==> config.mk <==
export PLATFORM = sky130hd
export DESIGN_NAME = imu_spi_responder_flat
export DESIGN_NICKNAME = d
export VERILOG_FILES = /design/src/rtl/imu_spi_responder_if.sv /design/src/rtl/imu_spi_responder.sv /design/src/flat_wrapper.sv
export SDC_FILE = /design/constraint.sdc
export NUM_CORES = 1
export LEC_CHECK = 0
export BUFFER_PORTS_ARGS = -buffer_cell sky130_fd_sc_hd__buf_2
export CAP_MARGIN = 30
export CORE_MARGIN = 2
export CORE_UTILIZATION = 51
export CTS_CLUSTER_DIAMETER = 50
export DETAILED_ROUTE_END_ITERATION = 10
export GPL_TIMING_DRIVEN = 0
export HOLD_SLACK_MARGIN = 0.06
export PLACE_DENSITY = 0.79
export SYNTH_ARGS = -nofsm -noshare
export SYNTH_HDL_FRONTEND = slang
export SYNTH_SLANG_ARGS = --single-unit
==> constraint.sdc <==
create_clock -name CLK -period 2.55 [get_ports CLK]
set_input_delay 0.255 -clock CLK [delete_from_list [all_inputs] [get_ports CLK]]
set_output_delay 0.255 -clock CLK [all_outputs]
set_load 0.01 [all_outputs]
==> src/rtl/imu_spi_responder_if.sv <==
// SPI pin bundle between an IMU SPI master and the imu_spi_responder slave.
interface imu_spi_responder_if;
    logic SCLK;
    logic MOSI;
    logic CS;
    logic MISO;
    logic MISO_OE;

    modport master (output SCLK, output MOSI, output CS, input MISO, input MISO_OE);
    modport slave  (input SCLK, input MOSI, input CS, output MISO, output MISO_OE);
endinterface

==> src/rtl/imu_spi_responder.sv <==
// MPU-9250-style SPI mode-3 register responder, all pins oversampled in the CLK domain.
// Gyro burst reads are served from a snapshot taken at CS fall.
module imu_spi_responder #(
    parameter logic [7:0]  WHO_AM_I_VAL = 8'h71,
    parameter int unsigned SYNC_STAGES  = 2
) (
    input  logic                CLK,
    input  logic                RESET,
    imu_spi_responder_if.slave  spi,
    input  logic signed [15:0]  gyro_x,
    input  logic signed [15:0]  gyro_y,
    input  logic signed [15:0]  gyro_z,
    output logic [7:0]          cfg_smplrt_div,
    output logic [7:0]          cfg_config,
    output logic [7:0]          cfg_gyro_config,
    output logic [7:0]          cfg_accel_config,
    output logic [7:0]          cfg_int_pin_cfg,
    output logic [7:0]          cfg_pwr_mgmt_1,
    output logic                soft_reset,
    output logic                xfer_done
);

    localparam logic [1:0] ST_IDLE = 2'd0;
    localparam logic [1:0] ST_ADDR = 2'd1;
    localparam logic [1:0] ST_DATA = 2'd2;

    logic [SYNC_STAGES-1:0] sclk_sync, mosi_sync, cs_sync;
    logic                   sclk_d, cs_d;
    logic [SYNC_STAGES:0]   live;
    logic                   sclk_s, mosi_s, cs_s;
    logic                   sclk_rise, sclk_fall, cs_fall, cs_rise;

    logic [1:0]  state;
    logic [2:0]  bit_cnt;
    logic [6:0]  rx_shift;
    logic [7:0]  tx_shift;
    logic [6:0]  addr;
    logic        rw;
    logic        byte_seen;
    logic        miso_q;
    logic [15:0] snap_x, snap_y, snap_z;

    logic [7:0]  wr_byte;
    logic [6:0]  rd_addr;
    logic [7:0]  rd_data;

    always_ff @(posedge CLK) begin
        if (RESET) begin
            sclk_sync <= '1;
            mosi_sync <= '1;
            cs_sync   <= '1;
            sclk_d    <= 1'b1;
            cs_d      <= 1'b1;
            live      <= '0;
        end else begin
            sclk_sync <= {sclk_sync[SYNC_STAGES-2:0], spi.SCLK};
            mosi_sync <= {mosi_sync[SYNC_STAGES-2:0], spi.MOSI};
            cs_sync   <= {cs_sync[SYNC_STAGES-2:0], spi.CS};
            sclk_d    <= sclk_s;
            cs_d      <= cs_s;
            live      <= {live[SYNC_STAGES-1:0], 1'b1};
        end
    end

    assign sclk_s    = sclk_sync[SYNC_STAGES-1];
    assign mosi_s    = mosi_sync[SYNC_STAGES-1];
    assign cs_s      = cs_sync[SYNC_STAGES-1];
    assign sclk_rise = ~sclk_d & sclk_s;
    assign sclk_fall = sclk_d & ~sclk_s;
    assign cs_rise   = ~cs_d & cs_s;
    // The reset-loaded 1s would fake a CS fall if CS is already low; only real samples may start a frame.
    assign cs_fall   = live[SYNC_STAGES] & cs_d & ~cs_s;

    assign wr_byte = {rx_shift, mosi_s};
    assign rd_addr = (state == ST_ADDR) ? wr_byte[6:0] : addr + 7'd1;

    always_comb begin
        rd_data = 8'h00;
        case (rd_addr)
            7'h19:   rd_data = cfg_smplrt_div;
            7'h1A:   rd_data = cfg_config;
            7'h1B:   rd_data = cfg_gyro_config;
            7'h1C:   rd_data = cfg_accel_config;
            7'h37:   rd_data = cfg_int_pin_cfg;
            7'h6B:   rd_data = cfg_pwr_mgmt_1;
            7'h43:   rd_data = snap_x[15:8];
            7'h44:   rd_data = snap_x[7:0];
            7'h45:   rd_data = snap_y[15:8];
            7'h46:   rd_data = snap_y[7:0];
            7'h47:   rd_data = snap_z[15:8];
            7'h48:   rd_data = snap_z[7:0];
            7'h75:   rd_data = WHO_AM_I_VAL;
            default: rd_data = 8'h00;
        endcase
    end

    always_ff @(posedge CLK) begin
        if (RESET) begin
            state            <= ST_IDLE;
            bit_cnt          <= '0;
            rx_shift         <= '0;
            tx_shift         <= '0;
            addr             <= '0;
            rw               <= 1'b0;
            byte_seen        <= 1'b0;
            miso_q           <= 1'b0;
            snap_x           <= '0;
            snap_y           <= '0;
            snap_z           <= '0;
            cfg_smplrt_div   <= '0;
            cfg_config       <= '0;
            cfg_gyro_config  <= '0;
            cfg_accel_config <= '0;
            cfg_int_pin_cfg  <= '0;
            cfg_pwr_mgmt_1   <= 8'h01;
            soft_reset       <= 1'b0;
            xfer_done        <= 1'b0;
        end else begin
            soft_reset <= 1'b0;
            xfer_done  <= 1'b0;
            if (cs_rise) begin
                state     <= ST_IDLE;
                miso_q    <= 1'b0;
                xfer_done <= byte_seen;
                byte_seen <= 1'b0;
            end else begin
                case (state)
                    ST_IDLE: begin
                        miso_q <= 1'b0;
                        if (cs_fall) begin
                            state     <= ST_ADDR;
                            bit_cnt   <= '0;
                            byte_seen <= 1'b0;
                            snap_x    <= gyro_x;
                            snap_y    <= gyro_y;
                            snap_z    <= gyro_z;
                        end
                    end
                    ST_ADDR: begin
                        miso_q <= 1'b0;
                        if (sclk_rise) begin
                            rx_shift <= wr_byte[6:0];
                            bit_cnt  <= bit_cnt + 3'd1;
                            if (bit_cnt == 3'd7) begin
                                rw       <= wr_byte[7];
                                addr     <= wr_byte[6:0];
                                tx_shift <= rd_data;
                                state    <= ST_DATA;
                            end
                        end
                    end
                    ST_DATA: begin
                        if (rw && sclk_fall) begin
                            miso_q   <= tx_shift[7];
                            tx_shift <= {tx_shift[6:0], 1'b0};
                        end
                        if (sclk_rise) begin
                            rx_shift <= wr_byte[6:0];
                            bit_cnt  <= bit_cnt + 3'd1;
                            if (bit_cnt == 3'd7) begin
                                byte_seen <= 1'b1;
                                addr      <= addr + 7'd1;
                                tx_shift  <= rd_data;
                                if (!rw) begin
                                    case (addr)
                                        7'h19: cfg_smplrt_div   <= wr_byte;
                                        7'h1A: cfg_config       <= wr_byte;
                                        7'h1B: cfg_gyro_config  <= wr_byte;
                                        7'h1C: cfg_accel_config <= wr_byte;
                                        7'h37: cfg_int_pin_cfg  <= wr_byte;
                                        7'h6B: begin
                                            if (wr_byte[7]) begin
                                                cfg_smplrt_div   <= '0;
                                                cfg_config       <= '0;
                                                cfg_gyro_config  <= '0;
                                                cfg_accel_config <= '0;
                                                cfg_int_pin_cfg  <= '0;
                                                cfg_pwr_mgmt_1   <= {1'b0, wr_byte[6:0]};
                                                soft_reset       <= 1'b1;
                                            end else begin
                                                cfg_pwr_mgmt_1 <= wr_byte;
                                            end
                                        end
                                        default: ;
                                    endcase
                                end
                            end
                        end
                    end
                    default: state <= ST_IDLE;
                endcase
            end
        end
    end

    assign spi.MISO    = miso_q;
    assign spi.MISO_OE = ~cs_s;

endmodule

==> src/flat_wrapper.sv <==
// flat-port wrapper written by rule: the top's interface ports become plain ports
module imu_spi_responder_flat 
#(
    parameter logic [7:0]  WHO_AM_I_VAL = 8'h71,
    parameter int unsigned SYNC_STAGES  = 2
)
  (CLK, RESET, gyro_x, gyro_y, gyro_z, cfg_smplrt_div, cfg_config, cfg_gyro_config, cfg_accel_config, cfg_int_pin_cfg, cfg_pwr_mgmt_1, soft_reset, xfer_done, spi_SCLK, spi_MOSI, spi_CS, spi_MISO, spi_MISO_OE);
  imu_spi_responder_if spi_i ();
  input  logic CLK;
  input  logic RESET;
  input  logic signed [15:0] gyro_x;
  input  logic signed [15:0] gyro_y;
  input  logic signed [15:0] gyro_z;
  output logic [7:0] cfg_smplrt_div;
  output logic [7:0] cfg_config;
  output logic [7:0] cfg_gyro_config;
  output logic [7:0] cfg_accel_config;
  output logic [7:0] cfg_int_pin_cfg;
  output logic [7:0] cfg_pwr_mgmt_1;
  output logic soft_reset;
  output logic xfer_done;
  input wire logic [$bits(spi_i.SCLK)-1:0] spi_SCLK;
  input wire logic [$bits(spi_i.MOSI)-1:0] spi_MOSI;
  input wire logic [$bits(spi_i.CS)-1:0] spi_CS;
  output wire logic [$bits(spi_i.MISO)-1:0] spi_MISO;
  output wire logic [$bits(spi_i.MISO_OE)-1:0] spi_MISO_OE;
  assign spi_i.SCLK = spi_SCLK;
  assign spi_i.MOSI = spi_MOSI;
  assign spi_i.CS = spi_CS;
  assign spi_MISO = spi_i.MISO;
  assign spi_MISO_OE = spi_i.MISO_OE;
  imu_spi_responder #(.WHO_AM_I_VAL(WHO_AM_I_VAL), .SYNC_STAGES(SYNC_STAGES)) u_core (.CLK(CLK), .RESET(RESET), .spi(spi_i), .gyro_x(gyro_x), .gyro_y(gyro_y), .gyro_z(gyro_z), .cfg_smplrt_div(cfg_smplrt_div), .cfg_config(cfg_config), .cfg_gyro_config(cfg_gyro_config), .cfg_accel_config(cfg_accel_config), .cfg_int_pin_cfg(cfg_int_pin_cfg), .cfg_pwr_mgmt_1(cfg_pwr_mgmt_1), .soft_reset(soft_reset), .xfer_done(xfer_done));
endmodule
==> out/qor.csv <==
metric,value,unit
finalCritPeriodShare,0.9881,
yosys.area_share.simple,0.2140,
synth_edf_count,0,
area_growth,31.54,%
h-tree-depth,4,
place_hpwl,14770,µm
synth_compound_area_frac,0.2104,
timing.fmax,0.3969,GHz
cts.sinks,138,
place_congestion,0.9597,
layout_commonest_cell,dfxtp_1,
r2r-end,u_core.cfg_accel_config[5]$_SDFFE_PP0P_,
path_class,flop to flop,
ys.flop_type,dfxtp_1,
io_pins,105,
endpoint_kind,flop,
first_pass_iters,5,
fin_skew,0.01018,ns
gr-total-overflow,0,
clk_path_buf_depth,2,
fin_cells,1127,
fillers,1010,
reg2regPathDepth,9,
antenna_found_initial,0,
yosys_warnings,0,
ant_nets,0,
critical-path-max-stage-delay,0.42,ns
crit_chain,buf_2 -> inv_2 -> nor4b_2 -> nand3_2 -> o211ai_4 -> a21o_1 -> buf_4 -> mux2i_1 -> nor2_1,
netlist_area,6554,µm²
root_buffer,clkbuf_16,
fin_nets,1004,
cpLargestDelayFamily,simple AND/OR/NAND/NOR gates,
hold_end,u_core.snap_x[7]$_SDFFE_PP0P_,
min_path_cells,3,
grt_max_degree,17,
grt_first_pass_wirelength,33350,µm
max_slew_margin,0.5012,
p_leak,3.293,nW
dp_cells,1058,
yosysSeqAreaShare,0.4215,
maxCapViolations,0,
synth-xor-area-share,0.004009,
fin_util,0.6859,
hp-class,input pin to flop,
r2r_setup_slack,0.03,ns
core,12570,µm²
clkTransAtPathRegs,0.06,ns
die_h,117.4,µm
synth_adder_area_share,0.01718,
outcome,completed,
mostFrequentLayoutCells,"dfxtp_1, nand2_1, buf_2, nor2_1, a21oi_1",
synth_top_family_by_area,simple AND/OR/NAND/NOR gates,
r2r_start,u_core.addr[3]$_SDFFE_PP0P_,
crit_slowest_cell,nor4b_2,
synthCells,783,
cp.required,2.84,ns
worstPathMaxFanout,10,
seq_area,2769,µm²
critPathArrivalTime,2.81,ns
ys_seq_elements,138,
drive_above_1_share,0.2597,
routed_wl,21910,µm
syn_nets,845,
min-delay-start,gyro_x[7],
post_drt_wl_per_cell,19.44,µm
core.rowCount,41,
cts_buffers,17,
vdd_drop_max,0.4943,mV
avgSynthCellArea,8.370,µm²
synth-async-reset-ratio,0,
setup.worst_path.start_class,flop,
insertion_delay,0.43,ns
ys_types,72,
start_util,0.5215,
num_vias,6741,
tritoncts,yes,
die_area,13770,µm²
diodes,0,
multi_input_area,3841,µm²
die_w,117.4,µm
first_global_vias,6426,
min_period,2.520,ns
critPathBufInv,3,
port_buffers,103,
hold_violations,0,
yosys-mux-area-fraction,0.09183,
setup_violations,0,
slew_violations,0,
powerDensity,559.7,nW/µm²
worst_pin_slew,0.7482,ns
rsz0062_at_grt,yes,
post-route-drc-count,0,
drtIter0Drc,682,
vias_per_cell,5.981,
grt_usage,0.3076,
how the worst max path moves through the flow:
stage	start	end	slack (ns)	cells past startpoint
2_1_floorplan	u_core.addr[1]$_SDFFE_PP0P_	u_core.tx_shift[2]$_SDFFE_PP0P_	0.11	9
3_3_place_gp	u_core.addr[0]$_SDFFE_PP0P_	u_core.tx_shift[7]$_SDFFE_PP0P_	-0.51	9
3_5_place_dp	u_core.addr[0]$_SDFFE_PP0P_	u_core.tx_shift[7]$_SDFFE_PP0P_	-0.56	9
4_1_cts	u_core.addr[1]$_SDFFE_PP0P_	u_core.tx_shift[1]$_SDFFE_PP0P_	-0.002	10
5_1_grt	u_core.addr[3]$_SDFFE_PP0P_	u_core.cfg_gyro_config[7]$_SDFFE_PP0P_	-0.11	8
6_report	u_core.addr[3]$_SDFFE_PP0P_	u_core.cfg_accel_config[5]$_SDFFE_PP0P_	0.03	9
worst reg2reg max path, cell delays in order, from the launching register on:
cell	delay [ns]
dfxtp_1	0.38
buf_2	0.25
inv_2	0.09
nor4b_2	0.42
nand3_2	0.21
o211ai_4	0.37
a21o_1	0.15
buf_4	0.23
mux2i_1	0.22
nor2_1	0.05
Yosys cell counts (all sizes together) (4+ instances only):
library cell | n | area [µm²]
a211oi | 11 | 107.6
a21oi | 83 | 419.2
a221o | 5 | 50.05
a221oi | 11 | 96.34
a22o | 7 | 61.31
a22oi | 19 | 147.6
a31oi | 8 | 50.05
and2 | 10 | 62.56
and3 | 4 | 25.02
buf | 12 | 66.31
clkbuf | 36 | 135.1
dfxtp | 138 | 2763
ha | 9 | 112.6
inv | 17 | 63.81
mux2i | 59 | 590.6
nand2 | 121 | 454.2
nand2b | 10 | 62.56
nand3 | 21 | 110.1
nand3b | 6 | 45.04
nand4 | 5 | 31.28
nor2 | 86 | 330.3
nor2b | 8 | 50.05
nor3 | 5 | 30.03
nor4 | 4 | 25.02
o2111ai | 4 | 35.03
o21a | 4 | 30.03
o21ai | 21 | 105.1
o221ai | 4 | 35.03
or2 | 7 | 43.79
or3 | 4 | 25.02
registers in the layout, indices dropped and copies added (netlist names), 7 cells and up:
signal,count
u_core.cfg_accel_config,8
u_core.snap_z,16
u_core.cfg_int_pin_cfg,8
u_core.addr,7
u_core.cfg_gyro_config,8
u_core.cfg_config,8
u_core.cfg_smplrt_div,8
u_core.rx_shift,7
u_core.tx_shift,8
u_core.snap_y,16
u_core.snap_x,16
u_core.cfg_pwr_mgmt_1,7
metal layers:
| layer | wire (µm) | up-vias | share of wire | GRT usage |
|---|---|---|---|---|
| met4 | 920 | 0 | 0.042 | 0.1401 |
| li1 | - | 3104 | - | - |
| met1 | 8989 | 3190 | 0.41 | 0.4027 |
| met2 | 10080 | 369 | 0.46 | 0.4876 |
| met3 | 1928 | 78 | 0.088 | 0.06566 |
| met5 | 0 | - | 0 | 0 |
final cells by class:
class,instances,share of cell area
Timing Repair Buffer,142,0.1057
Multi-Input combinational cell,580,0.4456
Tap cell,172,0.02496
Clock buffer,19,0.05138
Clock inverter,13,0.01669
Inverter,17,0.007983
Buffer,46,0.02656
Sequential cell,138,0.3212
logic make-up (layout without fill, tap and decap cells):
logic type / after synthesis / after routing
buffers and inverters: 65 / 237
other: 1 / 1
and+or+nand+nor: 303 / 303
xor gates and xnor gates: 3 / 3
adders and majority gates: 9 / 9
muxes: 60 / 60
AOI/OAI and AO/OA: 204 / 204
DFF: 138 / 138
power breakdown:
part	switching (mW)	internal [mW]	leakage, nW	total [mW]
sequential	0.0104	2.17	1.12	2.18
clock	0.990	1.47	0.282	2.46
combinational	0.106	0.0757	1.90	0.181
timing repair:
action                     CTS  global route
pin swaps                    7            17
cloned                       0             0
gates resized for setup     45            51
hold endpoints to repair    16             0
buffers inserted            10            13
setup endpoints to repair   54            62
hold buffers                16             0
through the flow:
step	power, mW	setup TNS (ns)	instance area [µm²]	setup WS (ns)	hold WS, ns
6_report	4.825	0	8621	0.03022	0.06983
5_1_grt	4.936	-1.760	8621	-0.1106	0.07663
4_1_cts	4.819	-0.002382	8283	-0.002382	0.06127
3_5_place_dp	2.375	-6.016	7284	-0.5578	0.3956
3_3_place_gp	2.373	-4.852	7284	-0.5121	0.3938
2_1_floorplan	2.297	0	6554	0.1056	0.3588
(Power assumes the default switching activity.)
